===== src/rtl/speaker_envelope_if.sv =====
// Signal bundle between the tune-generator side and the amplifier-facing envelope stage.
interface speaker_envelope_if #(
  parameter int PWM_BITS = 4
);
  logic                enable_in;
  logic                tone_in;
  logic [PWM_BITS-1:0] volume_in;
  logic                mute_in;
  logic                speaker_out;
  logic                amp_sd_n;
  logic [PWM_BITS-1:0] level_out;
  logic [1:0]          state_out;

  modport master (
    output enable_in, tone_in, volume_in, mute_in,
    input  speaker_out, amp_sd_n, level_out, state_out
  );

  modport slave (
    input  enable_in, tone_in, volume_in, mute_in,
    output speaker_out, amp_sd_n, level_out, state_out
  );
endinterface


===== src/rtl/speaker_envelope.sv =====
// PWM volume gating of the tune square wave with click-free level ramps and
// amplifier shutdown sequencing (warm-up before audio, full fade before shutdown).
module speaker_envelope #(
  parameter int PWM_BITS      = 4,
  parameter int RAMP_CYCLES   = 4096,
  parameter int WARMUP_CYCLES = 65536
) (
  input  logic              clk,
  input  logic              rst_n,
  speaker_envelope_if.slave bus
);
  // state  | meaning
  // OFF    | amp shut down, level 0, counters cleared
  // WARM   | amp enabled, level held at 0 while the amp settles
  // ACTIVE | level ramps toward the target volume
  // DRAIN  | music stopped, level ramps to 0 before shutdown

  localparam int RAMP_W = (RAMP_CYCLES > 1) ? $clog2(RAMP_CYCLES) : 1;
  localparam int WARM_W = (WARMUP_CYCLES > 1) ? $clog2(WARMUP_CYCLES) : 1;

  localparam logic [PWM_BITS-1:0] LEVEL_MAX = '1;
  localparam logic [PWM_BITS-1:0] PWM_LAST  = LEVEL_MAX - 1'b1;
  localparam logic [RAMP_W-1:0]   RAMP_LAST = RAMP_W'(RAMP_CYCLES - 1);
  localparam logic [WARM_W-1:0]   WARM_LAST = WARM_W'(WARMUP_CYCLES - 1);

  typedef enum logic [1:0] {
    ST_OFF    = 2'd0,
    ST_WARM   = 2'd1,
    ST_ACTIVE = 2'd2,
    ST_DRAIN  = 2'd3
  } state_t;

  state_t              state_q, state_d;
  logic [PWM_BITS-1:0] level_q, level_d;
  logic [PWM_BITS-1:0] pwm_q, pwm_d;
  logic [RAMP_W-1:0]   ramp_q, ramp_d;
  logic [WARM_W-1:0]   warm_q, warm_d;
  logic                tone_q;
  logic                spk_q, spk_d;
  logic                amp_q, amp_d;

  logic [PWM_BITS-1:0] target;
  logic [PWM_BITS-1:0] goal;
  logic [RAMP_W-1:0]   ramp_next;
  logic                ramp_tc;

  always_ff @(posedge clk or negedge rst_n) begin
    if (!rst_n) begin
      state_q <= ST_OFF;
      level_q <= '0;
      pwm_q   <= '0;
      ramp_q  <= '0;
      warm_q  <= '0;
      tone_q  <= 1'b0;
      spk_q   <= 1'b0;
      amp_q   <= 1'b0;
    end else begin
      state_q <= state_d;
      level_q <= level_d;
      pwm_q   <= pwm_d;
      ramp_q  <= ramp_d;
      warm_q  <= warm_d;
      tone_q  <= bus.tone_in;
      spk_q   <= spk_d;
      amp_q   <= amp_d;
    end
  end

  always_comb begin
    target    = (bus.enable_in && !bus.mute_in) ? bus.volume_in : '0;
    goal      = target;
    ramp_tc   = (ramp_q == RAMP_LAST);
    ramp_next = ramp_tc ? '0 : ramp_q + 1'b1;
    state_d   = state_q;
    level_d   = level_q;
    ramp_d    = '0;
    warm_d    = '0;
    pwm_d     = (pwm_q == PWM_LAST) ? '0 : pwm_q + 1'b1;

    case (state_q)
      ST_OFF: begin
        pwm_d   = '0;
        level_d = '0;
        if (bus.enable_in) begin
          state_d = ST_WARM;
          warm_d  = WARM_LAST;
        end
      end
      ST_WARM: begin
        // warm timer is a down-counter loaded on entry; terminal count is 0
        if (!bus.enable_in) begin
          state_d = ST_OFF;
        end else if (warm_q == '0) begin
          state_d = ST_ACTIVE;
        end else begin
          warm_d = warm_q - 1'b1;
        end
      end
      ST_ACTIVE: begin
        ramp_d = ramp_next;
        if (!bus.enable_in) state_d = ST_DRAIN;
      end
      ST_DRAIN: begin
        goal   = '0;
        ramp_d = ramp_next;
        if (bus.enable_in)        state_d = ST_ACTIVE;
        else if (level_q == '0)   state_d = ST_OFF;
      end
      default: state_d = ST_OFF;
    endcase

    // step is taken from the current state even when the state changes on this edge
    if ((state_q == ST_ACTIVE || state_q == ST_DRAIN) && ramp_tc) begin
      if (goal > level_q)      level_d = level_q + 1'b1;
      else if (goal < level_q) level_d = level_q - 1'b1;
    end

    spk_d = tone_q & (pwm_q < level_q) & (state_q != ST_OFF);
    amp_d = (state_d != ST_OFF);
  end

  assign bus.speaker_out = spk_q;
  assign bus.amp_sd_n    = amp_q;
  assign bus.level_out   = level_q;
  assign bus.state_out   = state_q;
endmodule


===== src/flat_wrapper.sv =====
// flat-port wrapper written by rule: the top's interface ports become plain ports
module speaker_envelope_flat 
#(
  parameter int PWM_BITS      = 4,
  parameter int RAMP_CYCLES   = 4096,
  parameter int WARMUP_CYCLES = 65536
)
  (clk, rst_n, bus_enable_in, bus_tone_in, bus_volume_in, bus_mute_in, bus_speaker_out, bus_amp_sd_n, bus_level_out, bus_state_out);
  speaker_envelope_if #(.PWM_BITS(PWM_BITS)) bus_i ();
  input  logic clk;
  input  logic rst_n;
  input wire logic [$bits(bus_i.enable_in)-1:0] bus_enable_in;
  input wire logic [$bits(bus_i.tone_in)-1:0] bus_tone_in;
  input wire logic [$bits(bus_i.volume_in)-1:0] bus_volume_in;
  input wire logic [$bits(bus_i.mute_in)-1:0] bus_mute_in;
  output wire logic [$bits(bus_i.speaker_out)-1:0] bus_speaker_out;
  output wire logic [$bits(bus_i.amp_sd_n)-1:0] bus_amp_sd_n;
  output wire logic [$bits(bus_i.level_out)-1:0] bus_level_out;
  output wire logic [$bits(bus_i.state_out)-1:0] bus_state_out;
  assign bus_i.enable_in = bus_enable_in;
  assign bus_i.tone_in = bus_tone_in;
  assign bus_i.volume_in = bus_volume_in;
  assign bus_i.mute_in = bus_mute_in;
  assign bus_speaker_out = bus_i.speaker_out;
  assign bus_amp_sd_n = bus_i.amp_sd_n;
  assign bus_level_out = bus_i.level_out;
  assign bus_state_out = bus_i.state_out;
  speaker_envelope #(.PWM_BITS(PWM_BITS), .RAMP_CYCLES(RAMP_CYCLES), .WARMUP_CYCLES(WARMUP_CYCLES)) u_core (.clk(clk), .rst_n(rst_n), .bus(bus_i));
endmodule

===== config.mk =====
export PLATFORM = sky130hd
export DESIGN_NAME = speaker_envelope_flat
export DESIGN_NICKNAME = d
export VERILOG_FILES = /design/src/rtl/speaker_envelope_if.sv /design/src/rtl/speaker_envelope.sv /design/src/flat_wrapper.sv
export SDC_FILE = /design/constraint.sdc
export NUM_CORES = 1
export LEC_CHECK = 0
export CORE_ASPECT_RATIO = 1.4
export CORE_UTILIZATION = 30
export DETAILED_ROUTE_END_ITERATION = 7
export PLACE_DENSITY = 0.54
export SLEW_MARGIN = 0
export SYNTH_ARGS = -nofsm -noshare
export SYNTH_HDL_FRONTEND = slang
export SYNTH_SLANG_ARGS = --single-unit
export TNS_END_PERCENT = 5

===== constraint.sdc =====
create_clock -name clk -period 4.8 [get_ports clk]
set_input_delay 0.48 -clock clk [delete_from_list [all_inputs] [get_ports clk]]
set_output_delay 0.48 -clock clk [all_outputs]
set_load 0.03 [all_outputs]

==> results.py <==
metrics = {
    "final_layout": {
        "antenna-diode-count": 0,
        "nFillCells": 795,
        "drive_above_1_share": 0.0612,
        "final_cells": 342,
        "final_nets": 266,
        "area_delta_synth_final_pct": 16.5,
        "fin_area_sq_um": 2640,
    },
    "setup_path": {
        "critical-path-slowest-cell": "clkdlybuf4s50_1",
        "end_kind": "flop",
        "crit_chain": "clkdlybuf4s50_1, inv_1, a211oi_1, and2_1, ha_1, nor2b_1, o211ai_1, a21oi_1, nor2_1, mux2i_1",
        "ff2ff_setup_slack_ps": 2050,
        "crit_type": "in2reg",
        "max_stage_delay_ps": 540,
        "worstPathMaxFanout": 8,
        "worst_ep_arrival_time_ps": 3140,
        "required_ps": 5010,
        "start_kind": "primary input",
    },
    "die": {
        "dieArea_sq_um": 7910,
        "dieWidth_um": 75.4,
        "core_region_area_sq_um": 7310,
        "start_util": 0.310,
        "ioPinCount": 17,
        "row_count": 37,
        "die_h_um": 105,
    },
    "routing": {
        "wire_per_inst_um": 12.8,
        "viasPerCell": 4.92,
        "antenna_left": 0,
        "wirelength_um": 4380,
        "drc": 0,
        "vias": 1682,
        "drtPass1Iterations": 4,
        "drt_iter0_drc": 68,
    },
    "logic_synthesis": {
        "synth_cell_type_count": 49,
        "yosys.area.top_type": "dfrtp_1",
        "synth-seq-cells": 41,
        "yosysMostFrequentCell": "dfrtp_1",
        "ys_dominant_reg_cell": "dfrtp_1",
        "synthXorXnorAreaFrac": 0.0928,
        "yosysWarnings": 0,
        "synth_compound_area_frac": 0.121,
        "synth_nets": 246,
        "synth_fa_ha_area_frac": 0.0718,
        "syn_inst": 224,
        "synth.top_cell.area_share": 0.453,
        "synth_area_sq_um": 2260,
        "synthSimpleGateAreaFrac": 0.223,
        "synthMuxAreaShare": 0.0133,
        "ys_top_cells_by_area": "dfrtp_1 45%, ha_1 7.2%, xnor2_1 6.2%, o21ai_0 4.4%, nor2_1 3.5%",
        "ys_seq_area_frac": 0.453,
        "synth-edff-count": 0,
        "synth_common_cells": "41 x dfrtp_1, 21 x nor2_1, 20 x o21ai_0, 16 x xnor2_1, 15 x nand2_1",
        "synthArstFlopShare": 1.00,
        "syn_avg_cell_area_sq_um": 10.1,
        "synth_top_family_by_area": "simple AND/OR/NAND/NOR gates",
    },
    "sta": {
        "hold_violations": 0,
        "tightest_slew_ps": 923,
        "slew_viol_final": 0,
        "rsz0062_at_grt": "false",
        "fin_worst_skew_ps": 6.01,
        "fin_setup_tns_ps": 0,
        "setup_viol": 0,
        "min_period_ps": 2930,
        "post-route-period-util": 0.610,
        "fmax_mhz": 341,
        "max_slew_margin": 0.385,
    },
    "grt": {
        "grt_max_degree": 42,
        "overflow": 0,
        "grt_antenna_before_repair": 0,
        "grt_pass1_vias": 1670,
        "grt_usage": 0.128,
        "grt_pass1_wl_um": 7900,
    },
    "clocking": {
        "cts_root_buf": "clkbuf_8",
        "clk_pin_slew_worst_paths_ps": 80,
        "cts_resized": 0,
        "cts_sinks": 41,
        "clk_latency_ps": 290,
        "hold_buffers": 0,
        "cts_tree": "built",
        "numCtsBuffers": 5,
        "htreeDepth": 2,
        "cts_max_path_buffers": 2,
        "postCtsSetupBuffers": 0,
    },
    "place": {
        "dp_hpwl_um": 3100,
        "placed_area_sq_um": 2520,
        "placed_cells": 334,
        "io_buffers": 16,
        "gp_congestion": 0.755,
    },
    "status": {
        "status": "finished clean",
    },
    "power": {
        "leakagePower_nw": 1.26,
        "power_density_nw_per_um2": 249,
        "power_mw": 0.658,
        "ir_drop_uv": 108,
    },
    "hold_path": {
        "hold_path_class": "in2async",
    },
    "job": {
        "cap_viol_max_count": 0,
    },
}
cells in the final DEF, fill, tap and decap left out, types with 4 or more instances in the layout:
| cell type | n |
|---|---|
| a21oi_1 | 6 |
| and2_1 | 6 |
| and3_1 | 5 |
| and4_1 | 4 |
| clkbuf_8 | 6 |
| clkdlybuf4s50_1 | 15 |
| dfrtp_1 | 41 |
| ha_1 | 13 |
| inv_1 | 10 |
| nand2_1 | 15 |
| nand3_1 | 5 |
| nand4_1 | 6 |
| nor2_1 | 21 |
| o21ai_0 | 20 |
| xnor2_1 | 16 |
| xor2_1 | 8 |
state kept, by name, indices dropped and copies added (netlist names):
register,cells
u_core.bus.amp_sd_n,1
u_core.bus.level_out,4
u_core.warm_q,16
u_core.pwm_q,4
u_core.bus.speaker_out,1
u_core.bus.state_out,2
u_core.tone_q,1
u_core.ramp_q,12
worst max-delay path: cells and delay by family:
family | cells | cell delay, ps
multiplexers | 1 | 220
AO/OA/AOI/OAI | 3 | 1020
AND/OR/NAND/NOR | 3 | 560
adder cells (fa/ha/maj) | 1 | 240
buffers and inverters | 2 | 630
per-stage QoR:
step           hold WS (ps)  setup WS, ps   util
2_1_floorplan           184          2390      -
3_3_place_gp            473          1710  0.345
3_5_place_dp            483          1590  0.345
4_1_cts                 363          1880  0.361
5_1_grt                 407          1590  0.361
6_report                317          1870  0.361
cells by family after synthesis:
kind of cell             after synthesis
multiplexers                           3
flip-flops                            41
buffers and inverters                 13
adder cells (fa/ha/maj)               13
AO/OA/AOI/OAI                         44
XOR/XNOR                              24
AND/OR/NAND/NOR                       86
power breakdown:
part / switching [mW] / internal, mW
logic: 0.0121 / 0.00843
clock network: 0.120 / 0.170
registers: 0.00133 / 0.346
total: 0.134 / 0.524
routing by layer:
metal	routed length [um]	share of wire	track usage	vias to the layer above
met3	105	0.024	0.0203	6
met2	2260	0.52	0.211	21
li1	-	-	-	836
met5	0	0	0	-
met4	75	0.017	0.0437	0
met1	1930	0.44	0.167	819
path summary, 6_finish.rpt:
| path | end | start | cells after the start |
|---|---|---|---|
| hold / removal | u_core.warm_q[10]$_DFF_PN0_ | rst_n | 1 |
| hold reg to reg | u_core.ramp_q[0]$_DFF_PN0_ | u_core.ramp_q[0]$_DFF_PN0_ | 1 |
| min in group clk | u_core.ramp_q[0]$_DFF_PN0_ | u_core.ramp_q[0]$_DFF_PN0_ | 1 |
| setup reg to reg | u_core.bus.level_out[0]$_DFF_PN0_ | u_core.bus.state_out[1]$_DFF_PN0_ | 8 |
| setup / recovery | u_core.bus.level_out[0]$_DFF_PN0_ | bus_enable_in | 10 |
| max in group asynchronous | u_core.bus.level_out[1]$_DFF_PN0_ | rst_n | 1 |
layout make-up:
cell class,count,area [sq um],share of cell area
tap,97,121,0.0460
timing repair buffer,16,155,0.0588
clock buffer,7,86.3,0.0327
clock inverter,1,30.0,0.0114
multi-input combinational,170,1180,0.448
sequential,41,1030,0.389
inverter,10,37.5,0.0142
(Power assumes the default switching activity.)
